File: config.mk
export PLATFORM = sky130hd
export DESIGN_NAME = mem_wb_stage
export DESIGN_NICKNAME = d
export VERILOG_FILES = /design/src/rtl/mem_wb_stage_pkg.sv /design/src/rtl/mem_wb_decode.sv /design/src/rtl/mem_wb_stage.sv
export SDC_FILE = /design/constraint.sdc
export NUM_CORES = 1
export LEC_CHECK = 0
export CORE_ASPECT_RATIO = 0.9
export CORE_MARGIN = 5
export CORE_UTILIZATION = 57
export CTS_CLUSTER_DIAMETER = 200
export DETAILED_ROUTE_END_ITERATION = 8
export DONT_BUFFER_PORTS = 1
export HOLD_SLACK_MARGIN = 0.15
export PLACE_DENSITY = 0.75
export SYNTH_ARGS = -nofsm -noshare
export SYNTH_HDL_FRONTEND = slang
export SYNTH_SLANG_ARGS = --single-unit
export TNS_END_PERCENT = 30
File: constraint.sdc
create_clock -name clk -period 1.9 [get_ports clk]
set_input_delay 0.285 -clock clk [delete_from_list [all_inputs] [get_ports clk]]
set_output_delay 0.285 -clock clk [all_outputs]
set_load 0.01 [all_outputs]
File: src/rtl/mem_wb_stage_pkg.sv
// Shared definitions for the memory-access / write-back stage.
// Opcode map: ir[31:24] is the opcode and ir[23:16] is a sub-field, for example
// the branch condition. Any opcode that is not listed here is undefined.
package mem_wb_stage_pkg;

    localparam int unsigned RIDX_W_DEF = 3;
    localparam int unsigned CNT_W_DEF  = 32;
    localparam int unsigned DATA_W     = 32;
    localparam int unsigned OP_W       = 8;

    typedef enum logic [1:0] {
        ST_IDLE = 2'd0,
        ST_MEM  = 2'd1,
        ST_HALT = 2'd2
    } state_e;

    typedef logic [OP_W-1:0] opcode_t;

    localparam opcode_t OP_NOP  = 8'h00;
    localparam opcode_t OP_LIL  = 8'h01;
    localparam opcode_t OP_MOV  = 8'h02;
    localparam opcode_t OP_ADD  = 8'h03;
    localparam opcode_t OP_SUB  = 8'h04;
    localparam opcode_t OP_AND  = 8'h05;
    localparam opcode_t OP_OR   = 8'h06;
    localparam opcode_t OP_XOR  = 8'h07;
    localparam opcode_t OP_ADDI = 8'h08;
    localparam opcode_t OP_SUBI = 8'h09;
    localparam opcode_t OP_ANDI = 8'h0A;
    localparam opcode_t OP_ORI  = 8'h0B;
    localparam opcode_t OP_XORI = 8'h0C;
    localparam opcode_t OP_NEG  = 8'h0D;
    localparam opcode_t OP_NOT  = 8'h0E;
    localparam opcode_t OP_SLL  = 8'h0F;
    localparam opcode_t OP_SLA  = 8'h10;
    localparam opcode_t OP_SRL  = 8'h11;
    localparam opcode_t OP_SRA  = 8'h12;
    localparam opcode_t OP_CMP  = 8'h13;
    localparam opcode_t OP_CMPI = 8'h14;
    localparam opcode_t OP_LD   = 8'h15;
    localparam opcode_t OP_ST   = 8'h16;
    localparam opcode_t OP_HLT  = 8'h17;
    localparam opcode_t OP_B    = 8'h18;
    localparam opcode_t OP_BCC  = 8'h19;
    localparam opcode_t OP_JALR = 8'h1A;
    localparam opcode_t OP_RET  = 8'h1B;
    localparam opcode_t OP_JR   = 8'h1C;
    localparam opcode_t OP_PUSH = 8'h1D;
    localparam opcode_t OP_POP  = 8'h1E;

    // Class flags. ALUW and FLAGW overlap on most ALU ops.
    // NONE is the case where every flag is clear.
    typedef struct packed {
        logic aluw;
        logic flagw;
        logic ld;
        logic st;
        logic hlt;
    } op_class_t;

endpackage

File: src/rtl/mem_wb_decode.sv
// Combinational classifier: ir[31:16] -> op class flags.
// Ports: ir_hi (ir[31:16]) in, cls out.
module mem_wb_decode
    import mem_wb_stage_pkg::*;
(
    input  logic [15:0] ir_hi,
    output op_class_t   cls
);

    // The sub-field never affects the class.
    logic unused_sub;
    assign unused_sub = ^ir_hi[7:0];

    always_comb begin
        cls = '0;
        case (ir_hi[15:8])
            OP_LIL, OP_MOV: cls.aluw = 1'b1;
            OP_ADD, OP_SUB, OP_AND, OP_OR, OP_XOR,
            OP_ADDI, OP_SUBI, OP_ANDI, OP_ORI, OP_XORI,
            OP_NEG, OP_NOT, OP_SLL, OP_SLA, OP_SRL, OP_SRA: begin
                cls.aluw  = 1'b1;
                cls.flagw = 1'b1;
            end
            OP_CMP, OP_CMPI: cls.flagw = 1'b1;
            OP_LD:           cls.ld    = 1'b1;
            OP_ST:           cls.st    = 1'b1;
            OP_HLT:          cls.hlt   = 1'b1;
            default:         ;
        endcase
    end

endmodule

File: src/rtl/mem_wb_stage.sv
// Memory-access / write-back stage. It performs LD/ST over a req/ack port,
// writes results to the register file, keeps the Z/S flags, counts retired
// instructions and halts on HLT.
// Ports: upstream in_valid/in_ready with ir/dr/st_data/rd_idx; the data-memory
// req/ack port; the register-file write port; the flags; halted; retired.
module mem_wb_stage
    import mem_wb_stage_pkg::*;
#(
    parameter int unsigned RIDX_W = RIDX_W_DEF,
    parameter int unsigned CNT_W  = CNT_W_DEF
) (
    input  logic              clk,
    input  logic              rst,
    input  logic              in_valid,
    output logic              in_ready,
    input  logic [31:0]       ir,
    input  logic [31:0]       dr,
    input  logic [31:0]       st_data,
    input  logic [RIDX_W-1:0] rd_idx,
    output logic              mem_req,
    output logic              mem_we,
    output logic [31:0]       mem_addr,
    output logic [31:0]       mem_wdata,
    input  logic [31:0]       mem_rdata,
    input  logic              mem_ack,
    output logic              rf_we,
    output logic [RIDX_W-1:0] rf_waddr,
    output logic [31:0]       rf_wdata,
    output logic              flag_z,
    output logic              flag_s,
    output logic              halted,
    output logic [CNT_W-1:0]  retired
);

    state_e            state_q, state_d;
    logic              mem_req_q, mem_req_d;
    logic              mem_we_q, mem_we_d;
    logic [31:0]       mem_addr_q, mem_addr_d;
    logic [31:0]       mem_wdata_q, mem_wdata_d;
    logic [RIDX_W-1:0] ld_idx_q, ld_idx_d;
    logic              rf_we_q, rf_we_d;
    logic [RIDX_W-1:0] rf_waddr_q, rf_waddr_d;
    logic [31:0]       rf_wdata_q, rf_wdata_d;
    logic              flag_z_q, flag_z_d;
    logic              flag_s_q, flag_s_d;
    logic              halted_q, halted_d;
    logic [CNT_W-1:0]  retired_q, retired_d;

    op_class_t cls;
    logic      accept;

    // The low half of ir does not matter to this stage.
    logic unused_ir_lo;
    assign unused_ir_lo = ^ir[15:0];

    mem_wb_decode u_decode (
        .ir_hi (ir[31:16]),
        .cls   (cls)
    );

    assign in_ready = (state_q == ST_IDLE) & ~rst;
    assign accept   = in_valid & in_ready;

    // Next-state and output logic
    always_comb begin
        state_d     = state_q;
        mem_req_d   = mem_req_q;
        mem_we_d    = mem_we_q;
        mem_addr_d  = mem_addr_q;
        mem_wdata_d = mem_wdata_q;
        ld_idx_d    = ld_idx_q;
        rf_we_d     = 1'b0;
        rf_waddr_d  = rf_waddr_q;
        rf_wdata_d  = rf_wdata_q;
        flag_z_d    = flag_z_q;
        flag_s_d    = flag_s_q;
        halted_d    = halted_q;
        retired_d   = retired_q;

        case (state_q)
            ST_IDLE: begin
                if (accept) begin
                    // A memory op retires on its ack cycle, not here.
                    if (!(cls.ld | cls.st)) begin
                        retired_d = retired_q + CNT_W'(1);
                    end
                    if (cls.aluw) begin
                        rf_we_d    = 1'b1;
                        rf_waddr_d = rd_idx;
                        rf_wdata_d = dr;
                    end
                    if (cls.flagw) begin
                        flag_z_d = (dr == 32'd0);
                        flag_s_d = dr[31];
                    end
                    if (cls.ld | cls.st) begin
                        state_d     = ST_MEM;
                        mem_req_d   = 1'b1;
                        mem_we_d    = cls.st;
                        mem_addr_d  = dr;
                        mem_wdata_d = st_data;
                        ld_idx_d    = rd_idx;
                    end
                    if (cls.hlt) begin
                        state_d  = ST_HALT;
                        halted_d = 1'b1;
                    end
                end
            end
            ST_MEM: begin
                if (mem_ack) begin
                    state_d   = ST_IDLE;
                    mem_req_d = 1'b0;
                    retired_d = retired_q + CNT_W'(1);
                    if (!mem_we_q) begin
                        rf_we_d    = 1'b1;
                        rf_waddr_d = ld_idx_q;
                        rf_wdata_d = mem_rdata;
                    end
                end
            end
            default: ;
        endcase
    end

    // State and output registers. Reset abandons any pending memory op.
    always_ff @(posedge clk) begin
        if (rst) begin
            state_q     <= ST_IDLE;
            mem_req_q   <= 1'b0;
            mem_we_q    <= 1'b0;
            mem_addr_q  <= '0;
            mem_wdata_q <= '0;
            ld_idx_q    <= '0;
            rf_we_q     <= 1'b0;
            rf_waddr_q  <= '0;
            rf_wdata_q  <= '0;
            flag_z_q    <= 1'b0;
            flag_s_q    <= 1'b0;
            halted_q    <= 1'b0;
            retired_q   <= '0;
        end else begin
            state_q     <= state_d;
            mem_req_q   <= mem_req_d;
            mem_we_q    <= mem_we_d;
            mem_addr_q  <= mem_addr_d;
            mem_wdata_q <= mem_wdata_d;
            ld_idx_q    <= ld_idx_d;
            rf_we_q     <= rf_we_d;
            rf_waddr_q  <= rf_waddr_d;
            rf_wdata_q  <= rf_wdata_d;
            flag_z_q    <= flag_z_d;
            flag_s_q    <= flag_s_d;
            halted_q    <= halted_d;
            retired_q   <= retired_d;
        end
    end

    assign mem_req   = mem_req_q;
    assign mem_we    = mem_we_q;
    assign mem_addr  = mem_addr_q;
    assign mem_wdata = mem_wdata_q;
    assign rf_we     = rf_we_q;
    assign rf_waddr  = rf_waddr_q;
    assign rf_wdata  = rf_wdata_q;
    assign flag_z    = flag_z_q;
    assign flag_s    = flag_s_q;
    assign halted    = halted_q;
    assign retired   = retired_q;

endmodule

==> results of run 1 <==
cell families (layout without fill, tap and decap cells):
group / after synthesis / in the layout / synth area share, %
flip-flops: 142 / 142 / 47.7
adder cells (fa/ha/maj): 1 / 1 / 0.210
AO/OA/AOI/OAI: 122 / 122 / 12.6
AND/OR/NAND/NOR: 302 / 302 / 23.9
buffers and inverters: 58 / 93 / 4.68
XOR/XNOR: 29 / 29 / 4.26
multiplexers: 39 / 39 / 6.58
stage by stage:
step / utilization [%] / worst slack (ns) / cell area (sq um)
floorplan: - / 0.0181 / 5960
global placement: 61.9 / 0.142 / 6340
detailed placement: 61.9 / 0.0866 / 6340
CTS: 68.4 / 0.0505 / 7010
global route: 68.6 / 0.000273 / 7030
finish: 68.6 / 0.0699 / 7030
worst min path at each step:
| stage | end | cells past startpoint | startpoint | slack [ns] |
|---|---|---|---|---|
| 2_1_floorplan | ld_idx_q[0] | 2 | rd_idx[0] | 0.43 |
| 3_3_place_gp | retired[30] | 1 | rst | 0.37 |
| 3_5_place_dp | halted | 1 | rst | 0.37 |
| 4_1_cts | mem_addr[31] | 1 | rst | -0.05 |
| 5_1_grt | retired[25] | 1 | rst | -0.07 |
| 6_report | mem_wdata[8] | 1 | rst | -0.05 |
layer usage:
metal / global-route usage, % / up-vias / wire length [um]
met5: 0 / - / 0
met4: 9.50 / 0 / 516
met3: 9.70 / 38 / 1570
met2: 43.2 / 258 / 8170
met1: 28.5 / 2398 / 6330
li1: - / 2439 / -
synthesized netlist by cell type, types with 10 or more instances:
cell type / instances / share of area (%)
xor2_1: 16 / 2.4
nand2_1: 142 / 8.9
nor4_1: 10 / 1.1
buf_2: 16 / 1.3
nor3_1: 14 / 1.2
mux2i_1: 38 / 6.4
clkbuf_1: 28 / 1.8
nand3_1: 11 / 0.92
nand4_1: 17 / 1.8
dfxtp_1: 142 / 48
a21oi_1: 73 / 6.1
a211oi_1: 36 / 4.5
xnor2_1: 13 / 1.9
nor2_1: 72 / 4.5
worst max-delay path: stages, from the launching register on:
cell and delay [ns]:
dfxtp_2 0.34, nor4b_4 0.34, o2111ai_4 0.31, buf_4 0.25, nor4_2 0.27, xnor2_1 0.16
nor2_1 0.05
repair_timing:
| item | 4_1_cts | 5_1_grt |
|---|---|---|
| endpoints found under the hold margin | 142 | 139 |
| setup endpoints to repair | 0 | 6 |
| gates resized for setup | 0 | 4 |
layout make-up:
type                       count  share of cell area (%)
timing repair buffer          55                    7.08
clock buffer                  21                    6.55
tap                          129                    2.30
sequential                   142                    40.5
multi-input combinational    493                    40.7
clock inverter                11                    2.54
inverter                       6                   0.320
report_power, final:
group / switching (W) / internal (W) / leakage (nW) / total [W]
registers: 0.0000239 / 0.00300 / 1.15 / 0.00302
clock network: 0.00126 / 0.00229 / 0.305 / 0.00355
logic: 0.0000607 / 0.0000592 / 0.912 / 0.000120
flip-flops by register name (all words and copies together) (netlist names):
name	cells
retired	32
rf_we	1
state_q	2
flag_s	1
ld_idx_q	3
mem_wdata	32
halted	1
rf_waddr	3
flag_z	1
mem_we	1
mem_req	1
mem_addr	32
rf_wdata	32
==> results.ini, run 1 <==
[cells_and_area]
n_antenna_cell = 0
layout.nets = 851
layout.cells.non_filler = 857
final_common_cell = nand2_1
drive_gt1_share_pct = 14.4
fillers = 802
multiInputGateArea_sq_um = 2860
regArea_sq_um = 2850
syn_to_final_growth_pct = 18.0
most-common-layout-cells = nand2_1, dfxtp_1, a21oi_1, nor2_1, buf_4

[clock_network]
numCtsBuffers = 17
cts_sinks = 142
clk_pin_slew_ns = 0.06
clk_latency_ns = 0.40
cts.htree.levels = 4
cts_hold_buffers = 3
clock_path_buffers = 2
tritoncts = built
post_cts_buffers = 0
cts-root-buf = clkbuf_16

[place]
dp_hpwl_um = 11800
place_congestion = 0.861
place_inst = 822
io_buffers = 0

[timing]
period_needed_ns = 1.83
final-setup-viol-count = 0
finalHoldViolCount = 84
setup_tns_ns = 0
holdWs_ns = -0.0471
fmax_mhz = 546
slew_headroom_pct = 63.1
worst_pin_slew_ns = 0.550
skew_ns = 0.00975
final.period_utilization_pct = 96.3
rsz0062_at_grt = false
slew_violations = 0

[synth]
synthFlopType = dfxtp_1
synth.avg_cell_area_sq_um = 8.59
synth_seq_cells = 142
netlist_instances = 693
synth_edf_count = 0
synth.cell_area_sq_um = 5960
yosys_warnings = 0
yosysSeqAreaShare_pct = 47.7
synthArstFlopShare_pct = 0
yosys.cell_types.count = 46
syn_nets = 829

[floorplan]
dieWidth_um = 118
die-area_sq_um = 12600
initial_core_util_pct = 58.1
pin_count = 273
fp.dieH_um = 107
rows = 35
core_sq_um = 10200

[pwr]
power.density_nw_per_um2 = 951
vdd_drop_max_mv = 1.26
p_leak_nw = 2.36
power.total_w = 0.00669

[run_status]
status = complete, but fails checks
violations = hold timing

[worst_setup_path]
timing.rr.start = state_q[0]
cp_max_fo = 12
r2r_setup_slack_ns = 0.07
worstPathRequired_ns = 2.20
crit_start = state_q[0]
worst_setup_path_end_kind = register
r2r_cells = 6
reg2reg_to = retired[21]
worstSetupEndpoint = retired[21]
cp-start-kind = register
crit_arrival_ns = 2.13
crit_type = reg2reg

[drt]
drt_wl_total_um = 16600
vias_per_cell = 5.99
route.detailed.drc = 0
via_count = 5133
detail_route.first_pass.iterations = 5
routedWlPerCell_um = 19.3
drtIter0Drc = 422
antenna_left = 0

[grt]
antenna_found_initial = 0
grt_pass1_vias = 4891
grt_pass1_wl_um = 25900
grt_max_degree = 147
overflow = 0
track_usage_pct = 25.2

[min_path]
holdCritPathClass = in2reg

[run]
cap_viol_max_count = 0

Note: power is estimated with default switching activity, not from simulation.
==> run 2: changes to the inputs <==
--- a/config.mk
+++ b/config.mk
@@ -17,2 +17,3 @@
 export SYNTH_HDL_FRONTEND = slang
+export SYNTH_HIERARCHICAL = 1
 export SYNTH_SLANG_ARGS = --single-unit
==> constraint.sdc (replaced) <==
create_clock -name clk -period 1.58 [get_ports clk]
set_input_delay 0.316 -clock clk [delete_from_list [all_inputs] [get_ports clk]]
set_output_delay 0.316 -clock clk [all_outputs]
set_load 0.01 [all_outputs]
==> results.ini, run 2 <==
[clock_network]
numCtsBuffers = 17  ; unchanged
cts_sinks = 142  ; unchanged
cts.htree.levels = 4  ; unchanged
clock_path_buffers = 2  ; unchanged
cts-root-buf = clkbuf_16
clk_latency_ns = 0.42  ; +0.02 ns
cts_hold_buffers = 2  ; -1
tritoncts = built
clk_pin_slew_ns = 0.06  ; about the same

[place]
io_buffers = 0  ; unchanged
dp_slack_ns = -0.334  ; -0.421 ns
dp_hpwl_um = 12300  ; +4.8%
place_area_sq_um = 6560  ; +3.4%
place_congestion = 0.800  ; -7.0%

[cells_and_area]
multiInputGateArea_sq_um = 3600  ; +26%
syn_to_final_growth_pct = 42.3
final_cell_area_sq_um = 8370  ; +19%
regArea_sq_um = 2890  ; +1.4%
final_common_cell = nand2_1
drive_gt1_share_pct = 38.1  ; +24 points
layout.nets = 895  ; +5.2%
n_antenna_cell = 0  ; unchanged
most-common-layout-cells = nand2_1, dfxtp_1, buf_4, a21oi_1, a21oi_2
fillers = 576  ; -28%

[timing]
rsz0062_at_grt = true
worst_pin_slew_ns = 0.512  ; -0.0378 ns
slew_violations = 0  ; unchanged
final.period_utilization_pct = 123  ; +27 points
fmax_mhz = 515  ; -5.7%
skew_ns = 0.00870  ; -0.00105 ns
setup_tns_ns = -21.10  ; -21.10 ns
fin_ws_ns = -0.361  ; -0.431 ns
final-setup-viol-count = 134  ; +134
finalHoldViolCount = 3  ; -96%
period_needed_ns = 1.94  ; +0.111 ns
slew_headroom_pct = 65.6  ; +2.5 points
holdWs_ns = -0.0293  ; +0.0178 ns

[drt]
route.detailed.drc = 0  ; unchanged
drtIter0Drc = 659  ; +56%
routedWlPerCell_um = 23.9  ; +24%
via_count = 5814  ; +13%
antenna_left = 0  ; unchanged
drt_wl_total_um = 21500  ; +30%
vias_per_cell = 6.46  ; +7.9%
detail_route.first_pass.iterations = 5  ; unchanged

[pwr]
seqPwrFrac_pct = 43.3  ; -1.8 points
power.total_w = 0.00838  ; +25%
vdd_drop_max_mv = 0.884  ; -30%
p_int_w = 0.00670  ; +25%
p_leak_nw = 2.79  ; +18%
power_frac_comb_pct = 2.8  ; +1.0 points
power.density_nw_per_um2 = 1000  ; +5.2%
switchingPower_w = 0.00168  ; +25%
clockPowerShare_pct = 54.0  ; +0.9 points
power_switching_share_pct = 20.0  ; -0.10 points

[synth]
synthTopCellsByArea = dfxtp_1, nand2_1, a21oi_1
syn_nets = 833  ; +0.48%
yosys_warnings = 6  ; +6
yosysTopAreaCellShare_pct = 48.3  ; +0.58 points
synthFlopType = dfxtp_1
synth.cell_area_sq_um = 5880  ; -1.2%
yosysSeqAreaShare_pct = 48.3  ; +0.58 points
synth.avg_cell_area_sq_um = 8.44  ; -1.8%
yosysMostFrequentCell = nand2_1
netlist_instances = 697  ; +0.58%
synthArstFlopShare_pct = 0  ; unchanged
synth_edf_count = 0  ; unchanged
ys_top_cells_by_count = nand2_1, dfxtp_1, a21oi_1
yosys.cell_types.count = 47  ; +2.2%
yosysTopAreaCell = dfxtp_1
synth_seq_cells = 142  ; unchanged

[grt]
antenna_found_initial = 0  ; unchanged
grt_pass1_vias = 5523  ; +13%
track_usage_pct = 29.4  ; +4.2 points
grt_pass1_wl_um = 28800  ; +11%
overflow = 0  ; unchanged
grt_max_degree = 148  ; +0.68%

[floorplan]
die-area_sq_um = 12500  ; -1.1%
core_sq_um = 10200  ; -0.85%
initial_core_util_pct = 57.9  ; -0.20 points
dieWidth_um = 117  ; -0.55%
pin_count = 273  ; unchanged
rows = 35  ; unchanged
fp.dieH_um = 106  ; -0.54%

[worst_setup_path]
crit_type = reg2reg
cp_top_family = simple AND/OR/NAND/NOR gates
cp_num_buf_inv = 2  ; +1
worst_setup_path_end_kind = register
crit_path_max_incr_delay_ns = 0.54  ; +0.20 ns
cp_slowest_cell = or4_4
path_cells = nand4_1, buf_4, or4_4, buf_4, o31ai_1, a21oi_1
critical_path.most_common_cell = buf_4
worstPathRequired_ns = 1.87  ; -0.33 ns
cp_max_fo = 7  ; -5
cp-start-kind = register
crit_arrival_ns = 2.23  ; +0.10 ns

[run_status]
status = complete, but fails checks
violations = hold timing, setup timing

[run]
cap_viol_max_count = 0  ; unchanged

[min_path]
holdCritPathClass = in2reg

==> run 2: routing by layer <==
layer	track usage [%]	share of wire (%)	vias to the layer above
li1	-	-	2600
met1	32.6	35	2772
met2	50.9	50	378
met3	10.5	12	64
met4	11.5	3.1	0
met5	0	0	-
==> run 2: worst paths after layout <==
check,slack [ns],depth (start not counted),endpoint,from
setup / recovery,-0.36,6,retired[21],retired[11]
hold / removal,-0.03,1,retired[1],rst
setup reg to reg,-0.36,6,retired[21],retired[11]
hold reg to reg,0.46,2,ld_idx_q[0],ld_idx_q[0]
==> run 2: cell type report <==
class	instances	area share, %
repair buffers	93	12.4
well taps	129	1.93
clock buffers	20	5.34
flip-flops and latches	142	34.5
multi-input cells	497	43.0
inverters	8	0.359
clock inverters	11	2.54
==> run 2: power by group through the flow <==
stage / registers (W) / logic [W] / clock network, W
after floorplan: 0.00370 / 0.000149 / 0
after global placement: 0.00370 / 0.000129 / 0
after detailed placement: 0.00370 / 0.000133 / 0
after CTS: 0.00362 / 0.000155 / 0.00452
after global routing: 0.00362 / 0.000245 / 0.00473
final: 0.00362 / 0.000231 / 0.00452
==> run 2: stage by stage <==
step	util (%)	std cells
after floorplan	-	697
after global placement	64.6	843
after detailed placement	64.6	843
after CTS	73.8	884
after global routing	82.4	900
final	82.4	900
==> run 2: logic make-up (layout without fill, tap and decap cells) <==
group                      count (synthesis)  in the layout  share of synthesized area [%]
DFF                                      142            142                           48.3
and+or+nand+nor                          281            282                           22.6
xor gates and xnor gates                   4              4                          0.595
adders and majority gates                  1              1                          0.213
AOI/OAI and AO/OA                        171            171                           17.4
buffers and inverters                     59            132                           4.21
muxes                                     39             39                           6.70
==> run 2: repair_timing <==
action                     CTS  global route
pin swaps                    9            55
gates cloned                 4             8
setup buffers                4             8
setup endpoints to repair  133           138
resized for setup           24           164
hold endpoints to repair   140           138
==> run 3: changes to the inputs <==
CORE_ASPECT_RATIO = 1.4   (was 0.9)
==> results.ini, run 3 (same netlist as run 2, synthesis figures left out) <==
[worst_setup_path]
path_cells = nor4b_4, buf_4, o211ai_4, buf_12, nor4_4, mux2_4
cp.depth = 6  ; unchanged
cp-start-kind = register
crit_type = reg2reg
timing.rr.start = state_q[0]
cp_num_buf_inv = 2  ; unchanged
worstSetupEndpoint = retired[24]
reg2reg_to = retired[24]
cp_top_family = simple AND/OR/NAND/NOR gates
crit_arrival_ns = 2.25  ; +0.02 ns
worst_setup_path_end_kind = register
r2r_cells = 6  ; unchanged
cp_max_fo = 6  ; -1
r2r_setup_slack_ns = -0.37  ; about the same
worstPathRequired_ns = 1.88  ; about the same
cp_slowest_cell = dfxtp_4
crit_start = state_q[0]
crit_path_max_incr_delay_ns = 0.36  ; -0.18 ns

[clock_network]
clk_latency_ns = 0.41  ; about the same
clk_pin_slew_ns = 0.06  ; about the same
cts.htree.levels = 4  ; unchanged
cts-root-buf = clkbuf_16
tritoncts = built
numCtsBuffers = 17  ; unchanged
cts_hold_buffers = 1  ; -1
clock_path_buffers = 2  ; unchanged
cts_sinks = 142  ; unchanged

[floorplan]
initial_core_util_pct = 57.5  ; -0.45 points
core_sq_um = 10200  ; +0.79%
dieWidth_um = 95.9  ; -18%
rows = 44  ; +26%
pin_count = 273  ; unchanged
fp.dieH_um = 130  ; +22%
die-area_sq_um = 12500  ; +0.21%

[drt]
route.detailed.drc = 0  ; unchanged
antenna_left = 0  ; unchanged
via_count = 5814  ; unchanged
drtIter0Drc = 332  ; -50%
vias_per_cell = 6.37  ; -1.4%
detail_route.first_pass.iterations = 5  ; unchanged
drt_wl_total_um = 21500  ; -0.17%
routedWlPerCell_um = 23.5  ; -1.6%

[timing]
worst_pin_slew_ns = 0.493  ; -0.0194 ns
skew_ns = 0.0119  ; +0.00316 ns
fmax_mhz = 512  ; -0.57%
period_needed_ns = 1.95  ; +0.0111 ns
final.period_utilization_pct = 124  ; +0.70 points
rsz0062_at_grt = true
holdWs_ns = -0.0169  ; +0.0124 ns
slew_headroom_pct = 66.9  ; +1.3 points
final-setup-viol-count = 136  ; +1.5%
finalHoldViolCount = 24  ; +21
slew_violations = 0  ; unchanged
fin_ws_ns = -0.372  ; -0.0111 ns

[pwr]
power.density_nw_per_um2 = 999  ; -0.17%
vdd_drop_max_mv = 1.06  ; +20%
p_leak_nw = 2.84  ; +2.0%
power.total_w = 0.00842  ; +0.53%

[grt]
track_usage_pct = 32.1  ; +2.7 points
grt_max_degree = 148  ; unchanged
grt_pass1_vias = 5875  ; +6.4%
overflow = 0  ; unchanged
grt_pass1_wl_um = 30700  ; +6.8%
antenna_found_initial = 0  ; unchanged

[place]
io_buffers = 0  ; unchanged
place_congestion = 0.887  ; +11%
dp_hpwl_um = 12700  ; +2.5%
place_area_sq_um = 6560  ; about the same

[cells_and_area]
drive_gt1_share_pct = 34.8  ; -3.3 points
layout.nets = 898  ; +0.34%
syn_to_final_growth_pct = 43.3
n_antenna_cell = 0  ; unchanged
final_cell_area_sq_um = 8430  ; +0.70%
most-common-layout-cells = nand2_1, dfxtp_1, a21oi_1, buf_4, mux2i_1
final_common_cell = nand2_1

[run]
cap_viol_max_count = 0  ; unchanged

[run_status]
status = complete, but fails checks
violations = hold timing, setup timing

[min_path]
holdCritPathClass = in2reg

## run 3: worst register-to-register path, delay by kind of cell, from the launching register on
family	cells	cell delay, ns
simple gates	2	0.68
buf+inv	2	0.37
flops	1	0.36
mux	1	0.33
compound gates	1	0.12
## run 3: layout make-up
cell class / count / area (sq um)
clock inverter: 11 / 200
sequential: 142 / 2880
clock buffer: 21 / 483
multi-input combinational: 497 / 3480
inverter: 8 / 30.0
tap: 138 / 173
timing repair buffer: 96 / 1180
fill: 579 / 1810
## run 3: per-stage QoR
step	setup TNS (ns)	utilization, %	hold WS, ns	setup slack, ns	instances
final	-19.45	82.3	-0.0169	-0.372	913
after global routing	-26.40	82.3	-0.0302	-0.407	913
after CTS	-19.60	80.7	-0.0277	-0.326	905
after floorplan	-18.64	-	0.436	-0.221	697
after detailed placement	-33.74	64.0	0.397	-0.456	842
after global placement	-27.00	64.0	0.395	-0.375	842
## run 3: report_power, final
part,internal [W],total [W],switching (W)
clock,0.00301,0.00457,0.00156
sequential,0.00359,0.00362,0.0000322
combinational,0.000119,0.000227,0.000108
total,0.00672,0.00842,0.00170
## run 3: repair_timing
item                       CTS  global route
cloned                      12             3
pin swaps                   58            25
setup endpoints to repair  131           140
buffers inserted            18            11
resized for setup          114            63
hold endpoints to repair   139           138
## run 3: worst min path at each step
stage / cells past startpoint / to / startpoint / slack, ns
floorplan: 2 / ld_idx_q[0] / ld_idx_q[0] / 0.44
global placement: 1 / mem_wdata[0] / rst / 0.40
detailed placement: 1 / mem_wdata[2] / rst / 0.40
CTS: 1 / mem_wdata[8] / rst / -0.03
global route: 1 / mem_wdata[20] / rst / -0.03
finish: 1 / mem_wdata[8] / rst / -0.02
## run 3: layer usage
metal	global-route usage (%)	vias to the layer above	wire length, um
li1	-	2607	-
met1	32.2	2780	6940
met2	57.5	331	11400
met3	10.6	96	2010
met4	17.5	0	1110
met5	0	-	0
==> edit 1: new RTL, settings of run 3 <==
The package constant `CNT_W_DEF` goes from 32 to 40.
--- a/src/rtl/mem_wb_stage_pkg.sv
+++ b/src/rtl/mem_wb_stage_pkg.sv
@@ -4,7 +4,7 @@
 package mem_wb_stage_pkg;
 
     localparam int unsigned RIDX_W_DEF = 3;
-    localparam int unsigned CNT_W_DEF  = 32;
+    localparam int unsigned CNT_W_DEF  = 40;
     localparam int unsigned DATA_W     = 32;
     localparam int unsigned OP_W       = 8;
 
Ports: changed (resized retired); port bits go from 273 to 281. No check against the original RTL was run, so the function may have changed too.
==> edit 1 against run 3 <==
- the flow still finishes with violations (hold timing, setup timing)
- sequential share of layout area down 2.2 points
- hold slack worse by 0.0098 ns
- via count up 17%
- design area up 13%
- synthesized area up 10%
- power down 4.4%
- sequential cell count up 8
- setup slack worse by 0.025 ns
- count of clock-buffer cells in the layout down 3
- routed wire length up 22%
- clock skew about the same
==> edit 1: results (changes against run 3) <==
Total instance count after detailed placement: 947 (+12%)
Setup TNS Final: -23.40 ns (-3.94 ns)
Crit-path max FO: 7 (+1)
Share of the synthesized netlist area taken by xor and xnor gates: 0.00270 (-0.00325)
First-pass iteration count of the detailed router: 7 (+2)
Biggest area contributors in the synthesized netlist: sky130_fd_sc_hd__dfxtp_1 (46%), sky130_fd_sc_hd__nand2_1 (8.9%), sky130_fd_sc_hd__a21oi_1 (6.6%)
Violated checks: hold timing, setup timing
Post-Synth Adder-Cell Area: 0.00193 (-0.000195)
Hold Vio Cnt, Final: 1 (-96%)
Arrival time worst endpoint: 2.28 ns (+0.03 ns)
Worst Hold Slack: -0.0266 ns (-0.00978 ns)
Synth Net Count: 908 (+9.0%)
Share of post-route cells with drive strength above 1: 0.392 (+0.0439)
Overall global routing resource usage: 0.340 (+0.0190)
First-pass GRT wire length: 36,500 um (+19%)
Global placer's final weighted congestion: 0.852 (-3.9%)
Fillers: 523 (-9.7%)
CTS Hold Bufs: 14 (+13)
Most common library cells after synthesis: sky130_fd_sc_hd__nand2_1 (153), sky130_fd_sc_hd__dfxtp_1 (150), sky130_fd_sc_hd__a21oi_1 (86)
Distinct cells, synth: 42 (-11%)
# setup viols final: 145 (+6.6%)
Proportion of synthesized area in mux cells: 0.0989 (+0.0319)
Crit path setup slack, layout: -0.397 ns (-0.0249 ns)
Drt wl/cell: 25.6 um (+9.0%)
Post-synthesis cell count: 772 (+11%)
Actual slew at the worst max-slew pin: 0.563 ns (+0.0708 ns)
Run status: finished, violations left
HPWL after detailed placement: 14,000 um (+11%)
Synth Area in Compound Gates: 0.133 (-0.0409)
Total vias in the final route: 6,817 (+17%)
[edit 1: logic make-up after synthesis]
family	Yosys count
xor gates and xnor gates	2
buffers and inverters	62
adders and majority gates	1
muxes	61
DFF	150
and+or+nand+nor	350
AOI/OAI and AO/OA	146
[edit 1: worst paths after layout]
check                                 from                       end  slack [ns]  depth (start not counted)
setup / recovery  retired[12]$_SDFFE_PP0P_  retired[39]$_SDFFE_PP0P_       -0.40                          5
hold / removal                         rst  retired[18]$_SDFFE_PP0P_       -0.03                          1
setup reg to reg  retired[12]$_SDFFE_PP0P_  retired[39]$_SDFFE_PP0P_       -0.40                          5
hold reg to reg   ld_idx_q[1]$_SDFFE_PP0P_  ld_idx_q[1]$_SDFFE_PP0P_        0.46                          2
[edit 1: power breakdown]
part / switching, mW / internal (mW) / leakage [nW]
clock network: 1.78 / 2.13 / 0.281
logic: 0.156 / 0.171 / 1.95
registers: 0.0313 / 3.78 / 1.22
total: 1.97 / 6.08 / 3.45
[edit 1: area by class of cell]
cell class	instances	area [um2]	share of cell area
clock buffer	18	439	0.0459
clock inverter	14	129	0.0135
inverter	6	22.5	0.00235
multi-input combinational	561	4200	0.439
sequential	150	3060	0.320
tap	144	180	0.0188
timing repair buffer	133	1530	0.160
[edit 1: critical path: stages (launching register included)]
cell,delay [ns]
sky130_fd_sc_hd__dfxtp_2,0.38
sky130_fd_sc_hd__nand4_1,0.11
sky130_fd_sc_hd__or4_4,0.62
sky130_fd_sc_hd__buf_12,0.19
sky130_fd_sc_hd__nor4_4,0.21
sky130_fd_sc_hd__mux2_4,0.35
[edit 1: layer usage]
layer / track usage / up-vias / share of wire
li1: - / 2908 / -
met1: 0.342 / 3214 / 0.31
met2: 0.604 / 543 / 0.52
met3: 0.107 / 152 / 0.11
met4: 0.207 / 0 / 0.064
met5: 0 / - / 0
[edit 1: what timing repair did]
action	4_1_cts	5_1_grt
endpoints found under the setup margin	143	145
setup buffers	10	10
pin swaps	34	28
endpoints found under the hold margin	138	125
gates resized for setup	131	80
cloned	12	4
==> edit 2: new RTL, config.mk and constraints of run 3 <==
Made on the original files. Encoding of `state_e`: now one-hot (3 bits for 3 states).
--- a/src/rtl/mem_wb_stage_pkg.sv
+++ b/src/rtl/mem_wb_stage_pkg.sv
@@ -8,10 +8,10 @@
     localparam int unsigned DATA_W     = 32;
     localparam int unsigned OP_W       = 8;
 
-    typedef enum logic [1:0] {
-        ST_IDLE = 2'd0,
-        ST_MEM  = 2'd1,
-        ST_HALT = 2'd2
+    typedef enum logic [2:0] {
+        ST_IDLE = 3'b001,
+        ST_MEM  = 3'b010,
+        ST_HALT = 3'b100
     } state_e;
 
     typedef logic [OP_W-1:0] opcode_t;
Check against the original RTL: same outputs for any inputs over 4 cycles, from zero or initial values and one cycle with rst high; so few cycles prove little.
==> edit 2 against run 3 <==
- the run still ends with hold timing, setup timing left
- hold slack lost 0.0079 ns
- setup slack worse by 0.028 ns
- global-route usage shrank 2.5 points
- routed wire length up 11%
- final cell count rose by 2.6%
- combinational power grew 22%
- maximum frequency fell by 1.4%
- critical path depth unchanged
- synthesized area is 2.2% higher
- power decreased by 1.8%
- clock skew is 0.010 ns higher
- design area rose by 1.3%
- count of clock-buffer cells in the layout shrank 1
- sequential cell count increased by 1
- highest routed layer unchanged
==> edit 2: results (changes against run 3) <==
Relative max-transition margin: 0.701 (+0.0324)
Iteration-0 DRC Markers: 568 (+71%)
Biggest area contributors in the synthesized netlist: sky130_fd_sc_hd__dfxtp_1 (48%), sky130_fd_sc_hd__nand2_1 (9.1%), sky130_fd_sc_hd__a21oi_1 (7.4%)
First-pass iteration count of the detailed router: 5 (unchanged)
Post-DP Area: 6580 um2 (+0.29%)
Distinct cells, synth: 46 (-2.1%)
GR met2 Demand/Resource: 0.523 (-0.0523)
Vias per inst: 6.60 (+3.7%)
CTS H-tree depth: 4 (unchanged)
First-pass GRT wire length: 30,600 um (-0.38%)
Synth Net Count: 849 (+1.9%)
Via count of the first global-routing pass: 5,648 (-3.9%)
Maximum number of pins on one net before global-route repair: 149 (+0.68%)
Leakage: 2.93 nW (+3.1%)
Initial antenna violation count: 0 (unchanged)
Arrival time worst endpoint: 2.32 ns (+0.07 ns)
Routed Wire Length: 23,900 um (+11%)
Share of synthesized registers carrying an async set or reset: 0 (unchanged)
Clock latency of the later-clocked register in the worst-skew pair: 0.42 ns
Launching point of the worst reg2reg path: state_q[1]$_SDFFE_PP0P_
Avg Cell Area, Syn: 8.43 um2 (-0.10%)
Minimum period implied by the final worst setup slack: 1.98 ns (+0.0275 ns)
Clock edge transition at the registers on the reported setup and hold paths: 0.07 ns
Fillers: 559 (-3.5%)
Cell with the largest stage delay on the worst path: sky130_fd_sc_hd__or4_1
Global placer's final weighted congestion: 0.832 (-6.2%)
Critical path's largest stage delay: 0.57 ns (+0.21 ns)
HPWL after detailed placement: 12,500 um (-1.2%)
CTS Buf Count: 17 (unchanged)
Worst setup path start: state_q[1]$_SDFFE_PP0P_
Number of standard cells in the final layout excluding fillers: 937 (+2.6%)
Proportion of synthesized chip area in sequential cells: 0.476 (-0.00702)
Met3 Usage GRT: 0.105 (-0.000552)
Share of post-route cells with drive strength above 1: 0.332 (-0.0167)
Hold Vio Cnt, Final: 1 (-96%)
Crit path setup slack, layout: -0.399 ns (-0.0275 ns)
Violated checks: hold timing, setup timing
Most common library cells after synthesis: sky130_fd_sc_hd__nand2_1 (145), sky130_fd_sc_hd__dfxtp_1 (143), sky130_fd_sc_hd__a21oi_1 (89)
Clock Skew: 0.0223 ns (+0.0104 ns)
Run status: finished, violations left
Timing endpoint of the critical path: retired[18]$_SDFFE_PP0P_
Met1 Resource Use GR: 0.314 (-0.00802)
Worst Hold Slack: -0.0248 ns (-0.00790 ns)
Post-layout net count: 922 (+2.7%)
Total instance count after detailed placement: 858 (+1.9%)
Overall global routing resource usage: 0.296 (-0.0252)
Crit-path max FO: 9 (+3)
CTS Hold Bufs: 3 (+2)
Max IR drop VDD: 0.000762 V (-28%)
# setup viols final: 141 (+3.7%)
[edit 2: cell count changes after synthesis, moves of 4 or more]
cell,before,now
sky130_fd_sc_hd__o21ai_0,12,7
sky130_fd_sc_hd__nor2_1,50,54
sky130_fd_sc_hd__a21oi_1,95,89
sky130_fd_sc_hd__or3_1,11,7
sky130_fd_sc_hd__clkbuf_1,31,37
[edit 2: worst min-delay path by stage]
stage                                        start  cells past startpoint  slack, ns                  endpoint
after floorplan           ld_idx_q[2]$_SDFFE_PP0P_                      2       0.44  ld_idx_q[2]$_SDFFE_PP0P_
after detailed placement                       rst                      1       0.39   retired[6]$_SDFFE_PP0P_
final                                          rst                      1      -0.02  retired[10]$_SDFFE_PP0P_
after global routing                           rst                      1      -0.05   retired[9]$_SDFFE_PP0P_
after CTS                                      rst                      1      -0.05   retired[3]$_SDFFE_PP0P_
after global placement                         rst                      1       0.39   retired[4]$_SDFFE_PP0P_
[edit 2: logic make-up (layout without fill, tap and decap cells)]
| kind of cell | after synthesis | in the layout | share of synthesized area |
|---|---|---|---|
| fa+ha+maj | 1 | 1 | 0.00208 |
| flops | 143 | 143 | 0.476 |
| mux | 44 | 44 | 0.0745 |
| buf+inv | 65 | 151 | 0.0449 |
| simple gates | 295 | 295 | 0.234 |
| compound gates | 163 | 163 | 0.166 |
| xor+xnor | 2 | 2 | 0.00291 |
[edit 2: where the power goes]
part,switching (mW),internal (mW)
Sequential,0.0250,3.62
Clock,1.65,2.70
Combinational,0.136,0.141
Total,1.81,6.46
[edit 2: timing repair]
| action | 4_1_cts | 5_1_grt |
|---|---|---|
| hold endpoints to repair | 137 | 134 |
| buffers inserted | 15 | 12 |
| pin swaps | 55 | 26 |
| resized for setup | 66 | 92 |
| cloned | 3 | 15 |
| endpoints found under the setup margin | 136 | 142 |
[edit 2: layout make-up]
cell class / instances / area share
well taps: 138 / 0.0202
clock buffers: 20 / 0.0560
flip-flops and latches: 143 / 0.339
multi-input cells: 505 / 0.413
inverters: 9 / 0.00396
repair buffers: 110 / 0.149
clock inverters: 12 / 0.0196
[edit 2: through the flow]
stage | TNS, ns | power, mW | setup slack (ns) | util
global placement | -28.59 | 3.87 | -0.315 | 0.635
floorplan | -28.83 | 3.88 | -0.351 | -
detailed placement | -35.26 | 3.88 | -0.401 | 0.635
global route | -38.40 | 8.48 | -0.401 | 0.825
finish | -32.77 | 8.27 | -0.399 | 0.825
CTS | -17.90 | 8.24 | -0.246 | 0.750
[edit 2: layer usage]
metal | part of all wire | vias to the layer above
li1 | - | 2684
met1 | 0.34 | 2960
met2 | 0.52 | 439
met3 | 0.095 | 103
met4 | 0.049 | 0
met5 | 0 | -
